`src/rtl/rf_arb_pkg.sv`:
```
// Shared types and constants for the register-file write arbiter.
// The zero-init sweep is selected by the RF_ARB_INIT_EN macro in the top level.
package rf_arb_pkg;

    localparam int RF_AW   = 5;
    localparam int RF_DW   = 32;
    localparam int RF_NREG = 32;

    localparam int RF_ARB_DEPTH_DEF  = 4;
    localparam int RF_ARB_STARVE_DEF = 8;

    typedef enum logic {
        ST_INIT = 1'b0,
        ST_RUN  = 1'b1
    } arb_state_e;

    function automatic logic [RF_NREG-1:0] reg_onehot(input logic [RF_AW-1:0] a);
        logic [RF_NREG-1:0] m;
        m    = '0;
        m[a] = 1'b1;
        return m;
    endfunction

endpackage

```
`src/rtl/rf_arb_fifo.sv`:
```
// Small synchronous FIFO for secondary register writes; exposes every entry's
// address and valid bit so the arbiter can build the pending-register mask.
module rf_arb_fifo
    import rf_arb_pkg::*;
#(
    parameter int DEPTH = RF_ARB_DEPTH_DEF
) (
    input  logic                   clk,
    input  logic                   rst,
    input  logic                   push,
    input  logic [RF_AW-1:0]       push_addr,
    input  logic [RF_DW-1:0]       push_data,
    input  logic                   pop,
    output logic [RF_AW-1:0]       head_addr,
    output logic [RF_DW-1:0]       head_data,
    output logic                   full,
    output logic                   empty,
    output logic [DEPTH*RF_AW-1:0] ent_addr,
    output logic [DEPTH-1:0]       ent_valid
);

    localparam int PW = (DEPTH > 1) ? $clog2(DEPTH) : 1;
    localparam int CW = PW + 1;

    logic [PW-1:0]    wr_ptr_q, wr_ptr_d;
    logic [PW-1:0]    rd_ptr_q, rd_ptr_d;
    logic [CW-1:0]    count_q, count_d;
    logic             full_q, full_d;
    logic             empty_q, empty_d;
    logic [DEPTH-1:0] valid_q, valid_d;
    logic             push_ok, pop_ok;

    logic [RF_AW-1:0] addr_mem [DEPTH];
    logic [RF_DW-1:0] data_mem [DEPTH];

    assign push_ok = push && !full_q;
    assign pop_ok  = pop && !empty_q;

    always_comb begin
        wr_ptr_d = wr_ptr_q;
        rd_ptr_d = rd_ptr_q;
        valid_d  = valid_q;
        if (pop_ok) begin
            valid_d[rd_ptr_q] = 1'b0;
            rd_ptr_d          = rd_ptr_q + PW'(1);
        end
        if (push_ok) begin
            valid_d[wr_ptr_q] = 1'b1;
            wr_ptr_d          = wr_ptr_q + PW'(1);
        end
        count_d = count_q + CW'(push_ok) - CW'(pop_ok);
        full_d  = (count_d == CW'(DEPTH));
        empty_d = (count_d == '0);
    end

    always_ff @(posedge clk or negedge rst) begin
        if (!rst) begin
            wr_ptr_q <= '0;
            rd_ptr_q <= '0;
            count_q  <= '0;
            full_q   <= 1'b0;
            empty_q  <= 1'b1;
            valid_q  <= '0;
        end else begin
            wr_ptr_q <= wr_ptr_d;
            rd_ptr_q <= rd_ptr_d;
            count_q  <= count_d;
            full_q   <= full_d;
            empty_q  <= empty_d;
            valid_q  <= valid_d;
        end
    end

    // Payload storage carries no reset; the valid bits alone define occupancy.
    always_ff @(posedge clk) begin
        if (push_ok) begin
            addr_mem[wr_ptr_q] <= push_addr;
            data_mem[wr_ptr_q] <= push_data;
        end
    end

    assign head_addr = addr_mem[rd_ptr_q];
    assign head_data = data_mem[rd_ptr_q];
    assign full      = full_q;
    assign empty     = empty_q;
    assign ent_valid = valid_q;

    for (genvar gi = 0; gi < DEPTH; gi++) begin : g_ent
        assign ent_addr[gi*RF_AW +: RF_AW] = addr_mem[gi];
    end

endmodule

```
`src/rtl/regfile_write_arbiter.sv`:
```
// Shares the register-file write port between the pipeline and a buffered secondary
// writer. Define RF_ARB_INIT_EN to include the post-reset x1..x31 zero sweep.
module regfile_write_arbiter
    import rf_arb_pkg::*;
#(
    parameter int DEPTH        = RF_ARB_DEPTH_DEF,
    parameter int STARVE_LIMIT = RF_ARB_STARVE_DEF
) (
    input  logic               clk,
    input  logic               rst,
    input  logic               p_we,
    input  logic [RF_AW-1:0]   p_addr,
    input  logic [RF_DW-1:0]   p_data,
    input  logic               s_valid,
    output logic               s_ready,
    input  logic [RF_AW-1:0]   s_addr,
    input  logic [RF_DW-1:0]   s_data,
    output logic               rf_we,
    output logic [RF_AW-1:0]   rf_addr,
    output logic [RF_DW-1:0]   rf_wdata,
    output logic [RF_NREG-1:0] pend_mask,
    output logic               pipe_stall,
    output logic               init_busy
);

    localparam int SW = $clog2(STARVE_LIMIT + 1);

    logic               init_wr;
    logic [RF_AW-1:0]   init_addr;

    logic               rf_we_q, rf_we_d;
    logic [RF_AW-1:0]   rf_addr_q, rf_addr_d;
    logic [RF_DW-1:0]   rf_wdata_q, rf_wdata_d;
    logic [SW-1:0]      starve_q, starve_d;
    logic               stall_q, stall_d;
    logic               alive_q;

    logic               fifo_push, fifo_pop, fifo_full, fifo_empty;
    logic [RF_AW-1:0]   head_addr;
    logic [RF_DW-1:0]   head_data;
    logic [DEPTH*RF_AW-1:0] ent_addr;
    logic [DEPTH-1:0]   ent_valid;
    logic [RF_NREG-1:0] ent_mask [DEPTH];
    logic [RF_NREG-1:0] pend_raw;

`ifdef RF_ARB_INIT_EN
    arb_state_e         state_q, state_d;
    logic [RF_AW-1:0]   init_cnt_q, init_cnt_d;

    always_ff @(posedge clk or negedge rst) begin
        if (!rst) begin
            state_q    <= ST_INIT;
            init_cnt_q <= RF_AW'(1);
        end else begin
            state_q    <= state_d;
            init_cnt_q <= init_cnt_d;
        end
    end

    // Counter wraps 31 -> 0; the zero slot is the hand-off cycle into RUN.
    always_comb begin
        state_d    = state_q;
        init_cnt_d = init_cnt_q;
        if (state_q == ST_INIT) begin
            if (init_cnt_q != '0) begin
                init_cnt_d = init_cnt_q + RF_AW'(1);
            end else begin
                state_d = ST_RUN;
            end
        end
    end

    assign init_wr   = (state_q == ST_INIT) && (init_cnt_q != '0);
    assign init_addr = init_cnt_q;
`else
    arb_state_e         state_q;

    assign state_q   = ST_RUN;
    assign init_wr   = 1'b0;
    assign init_addr = '0;
`endif

    // Holds s_ready low until the first clock after reset release.
    always_ff @(posedge clk or negedge rst) begin
        if (!rst) begin
            alive_q <= 1'b0;
        end else begin
            alive_q <= 1'b1;
        end
    end

    assign s_ready   = alive_q && (state_q == ST_RUN) && !fifo_full;
    assign fifo_push = s_valid && s_ready && (s_addr != '0);

    rf_arb_fifo #(
        .DEPTH (DEPTH)
    ) u_fifo (
        .clk       (clk),
        .rst       (rst),
        .push      (fifo_push),
        .push_addr (s_addr),
        .push_data (s_data),
        .pop       (fifo_pop),
        .head_addr (head_addr),
        .head_data (head_data),
        .full      (fifo_full),
        .empty     (fifo_empty),
        .ent_addr  (ent_addr),
        .ent_valid (ent_valid)
    );

    always_comb begin
        rf_we_d    = 1'b0;
        rf_addr_d  = '0;
        rf_wdata_d = '0;
        fifo_pop   = 1'b0;
        if (state_q == ST_INIT) begin
            rf_we_d   = init_wr;
            rf_addr_d = init_addr;
        end else if (p_we && (p_addr != '0)) begin
            rf_we_d    = 1'b1;
            rf_addr_d  = p_addr;
            rf_wdata_d = p_data;
        end else if (!fifo_empty) begin
            rf_we_d    = 1'b1;
            rf_addr_d  = head_addr;
            rf_wdata_d = head_data;
            fifo_pop   = 1'b1;
        end
    end

    always_comb begin
        starve_d = starve_q;
        stall_d  = stall_q;
        if (fifo_pop) begin
            starve_d = '0;
            stall_d  = 1'b0;
        end else begin
            if (!fifo_empty && (starve_q != SW'(STARVE_LIMIT))) begin
                starve_d = starve_q + SW'(1);
            end
            if (starve_d == SW'(STARVE_LIMIT)) begin
                stall_d = 1'b1;
            end
        end
    end

    always_ff @(posedge clk or negedge rst) begin
        if (!rst) begin
            rf_we_q    <= 1'b0;
            rf_addr_q  <= '0;
            rf_wdata_q <= '0;
            starve_q   <= '0;
            stall_q    <= 1'b0;
        end else begin
            rf_we_q    <= rf_we_d;
            rf_addr_q  <= rf_addr_d;
            rf_wdata_q <= rf_wdata_d;
            starve_q   <= starve_d;
            stall_q    <= stall_d;
        end
    end

    for (genvar gi = 0; gi < DEPTH; gi++) begin : g_pend
        assign ent_mask[gi] = ent_valid[gi] ? reg_onehot(ent_addr[gi*RF_AW +: RF_AW]) : '0;
    end

    always_comb begin
        pend_raw = '0;
        for (int i = 0; i < DEPTH; i++) begin
            pend_raw = pend_raw | ent_mask[i];
        end
    end

    assign pend_mask  = pend_raw & ~RF_NREG'(1);
    assign rf_we      = rf_we_q;
    assign rf_addr    = rf_addr_q;
    assign rf_wdata   = rf_wdata_q;
    assign pipe_stall = stall_q;
    assign init_busy  = (state_q == ST_INIT);

    // The pipeline must honour pipe_stall; it still wins arbitration if it does not.
    a_stall_contract: assert property (@(posedge clk) disable iff (!rst) !(p_we && pipe_stall));

endmodule

```
`config.mk`:
```
export PLATFORM = sky130hd
export DESIGN_NAME = regfile_write_arbiter
export DESIGN_NICKNAME = d
export VERILOG_FILES = /design/src/rtl/rf_arb_pkg.sv /design/src/rtl/rf_arb_fifo.sv /design/src/rtl/regfile_write_arbiter.sv
export SDC_FILE = /design/constraint.sdc
export NUM_CORES = 1
export LEC_CHECK = 0
export ABC_CLOCK_PERIOD_IN_PS = 2700
export BUFFER_PORTS_ARGS = -buffer_cell sky130_fd_sc_hd__buf_2
export CORE_UTILIZATION = 51
export DETAILED_ROUTE_END_ITERATION = 6
export PLACE_DENSITY = 0.73
export SKIP_CTS_REPAIR_TIMING = 1
export SYNTH_ARGS = -nofsm -noshare
export SYNTH_HDL_FRONTEND = slang
export SYNTH_SLANG_ARGS = --single-unit
```
`constraint.sdc`:
```
create_clock -name clk -period 2.7 [get_ports clk]
set_input_delay 0.27 -clock clk [delete_from_list [all_inputs] [get_ports clk]]
set_output_delay 0.27 -clock clk [all_outputs]
set_load 0.03 [all_outputs]
```
==> qor.tcl, run 1 <==
set qor(placementRows) 47
set qor(place_ws_ns) 0.257
set qor(synthFlopType) {sky130_fd_sc_hd__edfxtp_1}
set qor(n_antenna_cell) 0
set qor(design.die.area_sq_um) 17800
set qor(cellPowerDensity_nw_per_um2) 910
set qor(route.detailed.vias_per_inst) 5.89
set qor(clock_tree.htree_level_count) 1
set qor(drt-total-wl_microns) 21300
set qor(clk-insertion-delay-late_ns) 0.51
set qor(critical_path.slowest_cell) {sky130_fd_sc_hd__or3b_2}
set qor(grt_remaining_overflow) 0
set qor(finalSetupTns_ns) 0
set qor(power.share.combinational_pct) 28.1
set qor(stdcell_area_sq_um) 11000
set qor(cp_data_required_time_ns) 2.43
set qor(synth_async_sr_flop_share_pct) 27.8
set qor(start_util_pct) 52.8
set qor(yosys.cell_types.count) 49
set qor(avgSynthCellArea_sq_um) 14.9
set qor(finalCritPeriodShare_pct) 89.9
set qor(synth-seq-area-share_pct) 66.6
set qor(floorplan.die.width_microns) 133
set qor(synthCells) 592
set qor(placement.io_buffers) 148
set qor(grtUsageTotal_pct) 23.5
set qor(final-max-slew-violation-count) 0
set qor(area_delta_synth_final_pct) 25.3
set qor(rsz_0062_raised_after_global_routing) {no}
set qor(drt-pass1-iter-count) 5
set qor(failed_checks) {negative hold slack}
set qor(post-synth-top-area-fraction_pct) 50.4
set qor(report.final.setup_viol) 0
set qor(cts_num_sinks) 205
set qor(final-instance-count-excl-fill) 1030
set qor(drc_errors) 0
set qor(boundaryPins) 151
set qor(synthMostInstantiatedCell) {sky130_fd_sc_hd__edfxtp_1}
set qor(dpl.cell_count) 946
set qor(max_freq_mhz) 412
set qor(relSlewSlack_pct) 44.9
set qor(cp_cell_sequence) {buf_4 > or3b_2 > o22ai_1 > a221o_1 > buf_2}
set qor(run_status) {finished, violations left}
set qor(drt-initial-drc-count) 471
set qor(post-route-util_pct) 66.1
set qor(crit_arrival_ns) 2.16
set qor(clk_transition_reported_paths_ns) 0.06
set qor(hpwl_microns) 13100
set qor(post-route-min-period_ns) 2.43
set qor(fin_worst_hold_slack_ns) -0.0262
set qor(critPathMaxStageDelay_ns) 0.51
set qor(cts_tree) {built}
set qor(floorplan.core_area_sq_um) 16700
set qor(chipHeight_microns) 133
set qor(cts-buffers-inserted) 21
set qor(finalClockSkew_ns) 0.0215
set qor(critical_path_peak_fanout) 8
set qor(postRouteAntennaNets) 0
set qor(vias) 6066
set qor(cts_max_path_buffers) 3
set qor(placedInstanceArea_sq_um) 9850
set qor(yosys_register_bits) 205
set qor(netlist.top_cell.by_area) {sky130_fd_sc_hd__edfxtp_1}
set qor(timing.hold.worst.class) {in -> reg}
set qor(hold_viol) 9
set qor(post_route_cells_drive_above_1_share_pct) 31.7
set qor(count_of_flip_flops_with_a_built_in_enable_after_synthesis) 148
set qor(pin_count_of_the_biggest_net_entering_global_routing) 38
set qor(vias_in_the_first_global_route) 5885
set qor(netlist_top_cells_count) {sky130_fd_sc_hd__edfxtp_1, sky130_fd_sc_hd__nand2_1, sky130_fd_sc_hd__dfrtp_1}
set qor(grt_pass1_wl_microns) 32200
set qor(slew_at_the_pin_with_the_worst_max_slew_slack_ns) 0.826
set qor(clk_root_buffer_cell) {sky130_fd_sc_hd__clkbuf_16}
set qor(yosysWarnings) 0
set qor(setup_slack_ns) 0.273
set qor(nNetsFinal) 886
set qor(maxCapViolCount) 0
set qor(critical_setup_path_class) {reg -> out}
set qor(setup.worst_path.end_class) {output pin}
set qor(grt_antenna_before_repair) 0
set qor(worst_setup_path_start_kind) {flop}
set qor(routability_cong) 0.849
set qor(dr_wl_cell_microns) 20.6
set qor(clkPwrFrac_pct) 30.1
set qor(internal_power_w) 0.00692
set qor(power.leakage_nw) 4.33
set qor(post_synth_main_area_contributors) {sky130_fd_sc_hd__edfxtp_1, sky130_fd_sc_hd__dfrtp_1, sky130_fd_sc_hd__mux4_2, sky130_fd_sc_hd__nand2_1, sky130_fd_sc_hd__ha_1}
set qor(power.switching_w) 0.00312
set qor(p_sw_share_pct) 31.1
set qor(pwr-share-seq_pct) 41.8
set qor(max-vdd-ir-drop_v) 0.000641
set qor(netlist_area_sq_um) 8810
[cell usage in the layout, fill, tap and decap left out, types with 2 or more instances in the layout]
cell type / netlist / final
sky130_fd_sc_hd__clkinv_1: 0 / 4
sky130_fd_sc_hd__buf_12: 0 / 3
sky130_fd_sc_hd__o211ai_1: 4 / 4
sky130_fd_sc_hd__or3_1: 3 / 3
sky130_fd_sc_hd__bufinv_16: 0 / 4
sky130_fd_sc_hd__nand3_1: 6 / 6
sky130_fd_sc_hd__mux2i_1: 2 / 2
sky130_fd_sc_hd__nand3b_1: 9 / 9
sky130_fd_sc_hd__nor2_1: 16 / 16
sky130_fd_sc_hd__xor2_1: 3 / 3
sky130_fd_sc_hd__o22ai_1: 14 / 14
sky130_fd_sc_hd__buf_2: 4 / 148
sky130_fd_sc_hd__conb_1: 2 / 3
sky130_fd_sc_hd__nand2_1: 89 / 89
sky130_fd_sc_hd__mux4_2: 37 / 37
sky130_fd_sc_hd__a22o_1: 6 / 6
sky130_fd_sc_hd__clkbuf_16: 0 / 21
sky130_fd_sc_hd__nor3_1: 6 / 6
sky130_fd_sc_hd__inv_1: 13 / 13
sky130_fd_sc_hd__and3_1: 5 / 5
sky130_fd_sc_hd__dfrtp_2: 0 / 2
sky130_fd_sc_hd__and3b_1: 6 / 6
sky130_fd_sc_hd__or2_2: 2 / 2
sky130_fd_sc_hd__xnor2_1: 4 / 4
sky130_fd_sc_hd__dlygate4sd3_1: 0 / 46
sky130_fd_sc_hd__a221o_1: 14 / 14
sky130_fd_sc_hd__ha_1: 12 / 12
sky130_fd_sc_hd__o21ai_1: 29 / 29
sky130_fd_sc_hd__nor3b_1: 10 / 10
sky130_fd_sc_hd__and2_2: 0 / 4
sky130_fd_sc_hd__clkinv_2: 0 / 4
sky130_fd_sc_hd__dfrtp_1: 56 / 54
sky130_fd_sc_hd__a22oi_1: 10 / 10
sky130_fd_sc_hd__o221ai_1: 12 / 12
sky130_fd_sc_hd__buf_4: 3 / 16
sky130_fd_sc_hd__a32oi_1: 2 / 2
sky130_fd_sc_hd__edfxtp_1: 148 / 148
sky130_fd_sc_hd__a21oi_1: 6 / 6
sky130_fd_sc_hd__o21ai_0: 9 / 9
sky130_fd_sc_hd__or3b_2: 6 / 6
[metal layers]
metal | vias up | global-route usage, % | wire length [microns]
met1 | 3007 | 32.2 | 8730
met4 | 0 | 7.95 | 398
met5 | - | 0 | 0
li1 | 2696 | - | -
met2 | 324 | 37.8 | 10500
met3 | 39 | 4.53 | 1600
[stage by stage]
step	total power (W)	hold WS, ns
after floorplan	0.00620	-0.0256
after global placement	0.00693	0.206
after detailed placement	0.00703	0.204
after CTS	0.0101	-0.332
after global routing	0.0105	-0.00419
final	0.0100	-0.0262
[cell families (layout without fill, tap and decap cells)]
| logic type | count (synthesis) | in the layout | synth area share [%] |
|---|---|---|---|
| compound gates | 113 | 113 | 9.09 |
| simple gates | 165 | 165 | 9.24 |
| buf+inv | 47 | 264 | 2.53 |
| flops | 205 | 205 | 66.6 |
| fa+ha+maj | 13 | 13 | 1.93 |
| xor+xnor | 7 | 7 | 0.696 |
| other cells | 2 | 3 | 0.0852 |
| mux | 40 | 40 | 9.81 |
[worst max-delay path, delay by kind of cell (launching register included)]
kind / cells / cell delay (ns)
flip-flops: 1 / 0.40
AO/OA/AOI/OAI: 2 / 0.35
AND/OR/NAND/NOR: 1 / 0.51
buffers and inverters: 2 / 0.40
[power by group through the flow]
| stage | Combinational, W | Clock (W) | Sequential [W] |
|---|---|---|---|
| final | 0.00283 | 0.00302 | 0.00420 |
| after global routing | 0.00306 | 0.00319 | 0.00425 |
| after CTS | 0.00279 | 0.00307 | 0.00420 |
| after detailed placement | 0.00278 | 0 | 0.00426 |
| after global placement | 0.00270 | 0 | 0.00422 |
| after floorplan | 0.00172 | 0 | 0.00448 |
[layout make-up]
class / instances / area [sq um]
Tap cell: 220 / 275
Multi-Input combinational cell: 341 / 2730
Fill cell: 1217 / 5660
Inverter: 13 / 48.8
Sequential cell: 205 / 5870
Timing Repair Buffer: 213 / 1380
Clock buffer: 23 / 543
Clock inverter: 15 / 188
[flip-flops by register name, indices dropped and copies added, names as in the netlist]
name	cells
u_fifo.data_mem	128
rf_wdata	32
u_fifo.addr_mem	20
rf_addr	5
starve_q	4
u_fifo.ent_valid	4
u_fifo.count_q	3
u_fifo.rd_ptr_q	2
u_fifo.wr_ptr_q	2
alive_q	1
pipe_stall	1
rf_we	1
u_fifo.empty	1
u_fifo.full	1
[final timing paths]
| path | from | endpoint | slack (ns) | depth (start not counted) |
|---|---|---|---|---|
| max | u_fifo.addr_mem[0][4] | pend_mask[6] | 0.27 | 5 |
| min | p_data[13] | rf_wdata[13] | -0.03 | 3 |
| max reg2reg | u_fifo.empty | u_fifo.full | 0.30 | 9 |
| min reg2reg | u_fifo.count_q[2] | u_fifo.count_q[2] | 0.50 | 1 |
| max in group asynchronous | rst | u_fifo.empty | 1.72 | 3 |
| min in group asynchronous | rst | rf_wdata[3] | 0.21 | 2 |
No activity file was read; power rests on OpenSTA's default activity.
==> inputs of run 2 (changes only) <==
--- a/config.mk
+++ b/config.mk
@@ -5,7 +5,8 @@
 export SDC_FILE = /design/constraint.sdc
 export NUM_CORES = 1
 export LEC_CHECK = 0
-export ABC_CLOCK_PERIOD_IN_PS = 2700
+export ABC_AREA = 1
+export ABC_CLOCK_PERIOD_IN_PS = 2100
 export BUFFER_PORTS_ARGS = -buffer_cell sky130_fd_sc_hd__buf_2
 export CORE_UTILIZATION = 51
 export DETAILED_ROUTE_END_ITERATION = 6
==> constraint.sdc (replaced) <==
create_clock -name clk -period 2.1 [get_ports clk]
set_input_delay 0.21 -clock clk [delete_from_list [all_inputs] [get_ports clk]]
set_output_delay 0.21 -clock clk [all_outputs]
set_load 0.03 [all_outputs]
==> run 2 against run 1 <==
The run ends with negative hold slack, negative setup slack left. Critical endpoint is now pend_mask[22]. Cell area grew 9.8%. Critical path type unchanged. Cell count increased by 34%. Setup slack worse by 0.32 ns. Core utilization grew 3.0 points. Highest routed layer unchanged. Flip-flop and latch count did not move. Worst hold slack improved by 0.0044 ns.
==> qor.tcl, run 2 <==
set qor(floorplan.die.width_microns) 137 ;# was 133 microns
set qor(clk_transition_reported_paths_ns) 0.05 ;# was 0.06 ns
set qor(max-vdd-ir-drop_v) 0.000878 ;# was 0.000641 V
set qor(fin_worst_hold_slack_ns) -0.0218 ;# was -0.0262 ns
set qor(yosysWarnings) 0 ;# unchanged
set qor(hold_viol) 4 ;# was 9
set qor(postRouteAntennaNets) 0 ;# unchanged
set qor(vias) 7612 ;# was 6066
set qor(rsz_0062_raised_after_global_routing) {yes} ;# was no
set qor(yosys_register_bits) 205 ;# unchanged
set qor(cp_data_required_time_ns) 1.89 ;# was 2.43 ns
set qor(synthFlopType) {sky130_fd_sc_hd__edfxtp_1} ;# unchanged
set qor(netlist_area_sq_um) 9260 ;# was 8810 sq um
set qor(design.die.area_sq_um) 18700 ;# was 17800 sq um
set qor(stdcell_area_sq_um) 12100 ;# was 11000 sq um
set qor(cts_tree) {built} ;# unchanged
set qor(placedInstanceArea_sq_um) 10500 ;# was 9850 sq um
set qor(maxCapViolCount) 0 ;# unchanged
set qor(setup.worst_path.end_class) {output pin} ;# unchanged
set qor(dr_wl_cell_microns) 17.2 ;# was 20.6 microns
set qor(layout_common_cells) {sky130_fd_sc_hd__nand2_1, sky130_fd_sc_hd__edfxtp_1, sky130_fd_sc_hd__buf_2} ;# was sky130_fd_sc_hd__buf_2, sky130_fd_sc_hd__edfxtp_1, sky130_fd_sc_hd__nand2_1
set qor(cts_max_path_buffers) 3 ;# unchanged
set qor(synth-seq-area-share_pct) 63.4 ;# was 66.6%
set qor(max_freq_mhz) 467
set qor(drc_errors) 0 ;# unchanged
set qor(grt_antenna_before_repair) 0 ;# unchanged
set qor(yosys.cell_types.count) 34 ;# was 49
set qor(clk-insertion-delay-late_ns) 0.50 ;# was 0.51 ns
set qor(chipHeight_microns) 137 ;# was 133 microns
set qor(cts_num_sinks) 205 ;# unchanged
set qor(n_antenna_cell) 0 ;# unchanged
set qor(post-route-min-period_ns) 2.14
set qor(start_util_pct) 52.8 ;# about the same
set qor(clk_root_buffer_cell) {sky130_fd_sc_hd__clkbuf_16} ;# unchanged
set qor(grt_remaining_overflow) 0 ;# unchanged
set qor(clock_tree.htree_level_count) 1 ;# unchanged
set qor(final_common_cell) {sky130_fd_sc_hd__nand2_1}
set qor(placementRows) 48 ;# was 47
set qor(report.final.setup_viol) 11 ;# was 0
set qor(critical_path_peak_fanout) 5 ;# was 8
set qor(netlist_top_cells_count) {sky130_fd_sc_hd__nand2_1, sky130_fd_sc_hd__edfxtp_1, sky130_fd_sc_hd__nand3_1} ;# was sky130_fd_sc_hd__edfxtp_1, sky130_fd_sc_hd__nand2_1, sky130_fd_sc_hd__dfrtp_1
set qor(synthMostInstantiatedCell) {sky130_fd_sc_hd__nand2_1} ;# was sky130_fd_sc_hd__edfxtp_1
set qor(synthCells) 897 ;# was 592
set qor(power.leakage_nw) 5.08 ;# was 4.33 nW
set qor(hpwl_microns) 14200 ;# was 13100 microns
set qor(final-instance-count-excl-fill) 1382 ;# was 1030
set qor(drt-total-wl_microns) 23800 ;# was 21300 microns
set qor(critical_setup_path_class) {reg -> out} ;# unchanged
set qor(avgSynthCellArea_sq_um) 10.3 ;# was 14.9 sq um
set qor(timing.hold.worst.class) {in -> reg} ;# unchanged
set qor(post_route_cells_drive_above_1_share_pct) 28.3 ;# was 31.7%
set qor(registers.top_by_ff_count) {u_fifo.data_mem} ;# unchanged
set qor(crit_arrival_ns) 1.93 ;# was 2.16 ns
set qor(slew_at_the_pin_with_the_worst_max_slew_slack_ns) 0.623 ;# was 0.826 ns
set qor(post_synth_main_area_contributors) {sky130_fd_sc_hd__edfxtp_1, sky130_fd_sc_hd__dfrtp_1, sky130_fd_sc_hd__nand2_1, sky130_fd_sc_hd__nand3_1, sky130_fd_sc_hd__nand4_1} ;# was sky130_fd_sc_hd__edfxtp_1, sky130_fd_sc_hd__dfrtp_1, sky130_fd_sc_hd__mux4_2, sky130_fd_sc_hd__nand2_1, sky130_fd_sc_hd__ha_1
set qor(count_of_flip_flops_with_a_built_in_enable_after_synthesis) 148 ;# unchanged
set qor(dpl.cell_count) 1261 ;# was 946
set qor(failed_checks) {negative hold slack, negative setup slack} ;# was negative hold slack
set qor(synth_async_sr_flop_share_pct) 27.8 ;# unchanged
set qor(grtUsageTotal_pct) 24.7 ;# was 23.5%
set qor(largest_reg_flops) 128 ;# unchanged
set qor(fillCellCount) 1281 ;# was 1217
set qor(worst_setup_path_start_kind) {flop} ;# unchanged
set qor(boundaryPins) 151 ;# unchanged
set qor(cts-buffers-inserted) 22 ;# was 21
set qor(floorplan.core_area_sq_um) 17500 ;# was 16700 sq um
set qor(vias_in_the_first_global_route) 7010 ;# was 5885
set qor(cellPowerDensity_nw_per_um2) 1160 ;# was 910 nW/um^2
set qor(grt_pass1_wl_microns) 35100 ;# was 32200 microns
set qor(finalClockSkew_ns) 0.0120 ;# was 0.0215 ns
set qor(placement.io_buffers) 148 ;# unchanged
set qor(netlist.top_cell.by_area) {sky130_fd_sc_hd__edfxtp_1} ;# unchanged
set qor(route.detailed.vias_per_inst) 5.51 ;# was 5.89
set qor(drt-initial-drc-count) 591 ;# was 471
set qor(run_status) {finished, violations left} ;# unchanged
set qor(setup_slack_ns) -0.0423 ;# was 0.273 ns
set qor(final-max-slew-violation-count) 0 ;# unchanged
set qor(area_delta_synth_final_pct) 31.0 ;# was 25.3%
set qor(pin_count_of_the_biggest_net_entering_global_routing) 85 ;# was 38
set qor(routability_cong) 0.929 ;# was 0.849
set qor(relSlewSlack_pct) 58.5 ;# was 44.9%
set qor(finalCritPeriodShare_pct) 102
set qor(drt-pass1-iter-count) 5 ;# unchanged
set qor(post-synth-top-area-fraction_pct) 48.0 ;# was 50.4%
set qor(nNetsFinal) 1232 ;# was 886
==> run 2: cell types whose count changed after synthesis, sizes merged, moves of 17 or more <==
| cell | before | now |
|---|---|---|
| nand2 | 89 | 314 |
| nand3 | 6 | 110 |
| inv | 13 | 54 |
| nor3 | 6 | 45 |
| mux4 | 37 | 0 |
| nand4 | 0 | 30 |
| o21ai | 38 | 55 |
==> run 2: power breakdown <==
| group | switching [W] | internal [W] |
|---|---|---|
| Clock | 0.00153 | 0.00205 |
| Sequential | 0.000291 | 0.00506 |
| Combinational | 0.00344 | 0.00166 |
==> run 2: area by class of cell <==
class | count | area (sq um) | area share, %
clock buffers | 29 | 608 | 5.02
well taps | 225 | 282 | 2.32
clock inverters | 11 | 67.6 | 0.557
inverters | 54 | 208 | 1.71
repair buffers | 256 | 1890 | 15.6
multi-input cells | 602 | 3190 | 26.4
flip-flops and latches | 205 | 5870 | 48.5
==> run 2: layer usage <==
| layer | GRT usage, % | share of wire (%) | vias up |
|---|---|---|---|
| met5 | 0 | 0 | - |
| met4 | 10.9 | 2.5 | 0 |
| met3 | 4.93 | 8.7 | 56 |
| met2 | 40.7 | 50 | 385 |
| met1 | 31.6 | 39 | 3601 |
| li1 | - | - | 3570 |
==> run 2: final timing paths <==
path | depth (start not counted) | slack (ns) | end | start
max | 5 | -0.04 | pend_mask[22] | u_fifo.addr_mem[3][4]
min | 3 | -0.02 | rf_wdata[7] | p_data[7]
max reg2reg | 10 | -0.04 | u_fifo.full | u_fifo.empty
min reg2reg | 2 | 0.49 | pipe_stall | pipe_stall
max in group asynchronous | 3 | 1.25 | u_fifo.empty | rst
min in group asynchronous | 2 | 0.21 | rf_addr[4] | rst
==> run 2: cells by family (layout without fill, tap and decap cells) <==
family	after synthesis	after routing	synth area share [%]
buf+inv	91	350	4.45
other cells	2	3	0.0811
compound gates	69	69	4.24
xor+xnor	5	5	0.473
flops	205	205	63.4
simple gates	512	512	25.5
fa+ha+maj	13	13	1.84
==> run 2: metrics by stage <==
stage | util (%) | TNS (ns) | setup WS, ns | total power (W) | hold slack (ns)
after detailed placement | 59.6 | -0.161 | -0.129 | 0.0102 | 0.222
after global placement | 59.6 | -0.0535 | -0.0535 | 0.0101 | 0.217
final | 69.1 | -0.206 | -0.0423 | 0.0140 | -0.0218
after floorplan | - | -11.61 | -0.0781 | 0.00875 | -0.0856
after CTS | 63.4 | -1.19 | -0.106 | 0.0138 | -0.304
after global routing | 69.1 | -1.88 | -0.113 | 0.0148 | -0.00939
==> run 2: critical path, stage by stage (launching register included) <==
cell	delay [ns]
sky130_fd_sc_hd__edfxtp_1	0.46
sky130_fd_sc_hd__inv_1	0.16
sky130_fd_sc_hd__nor3_1	0.37
sky130_fd_sc_hd__nand2_1	0.11
sky130_fd_sc_hd__nand4_1	0.13
sky130_fd_sc_hd__buf_2	0.21
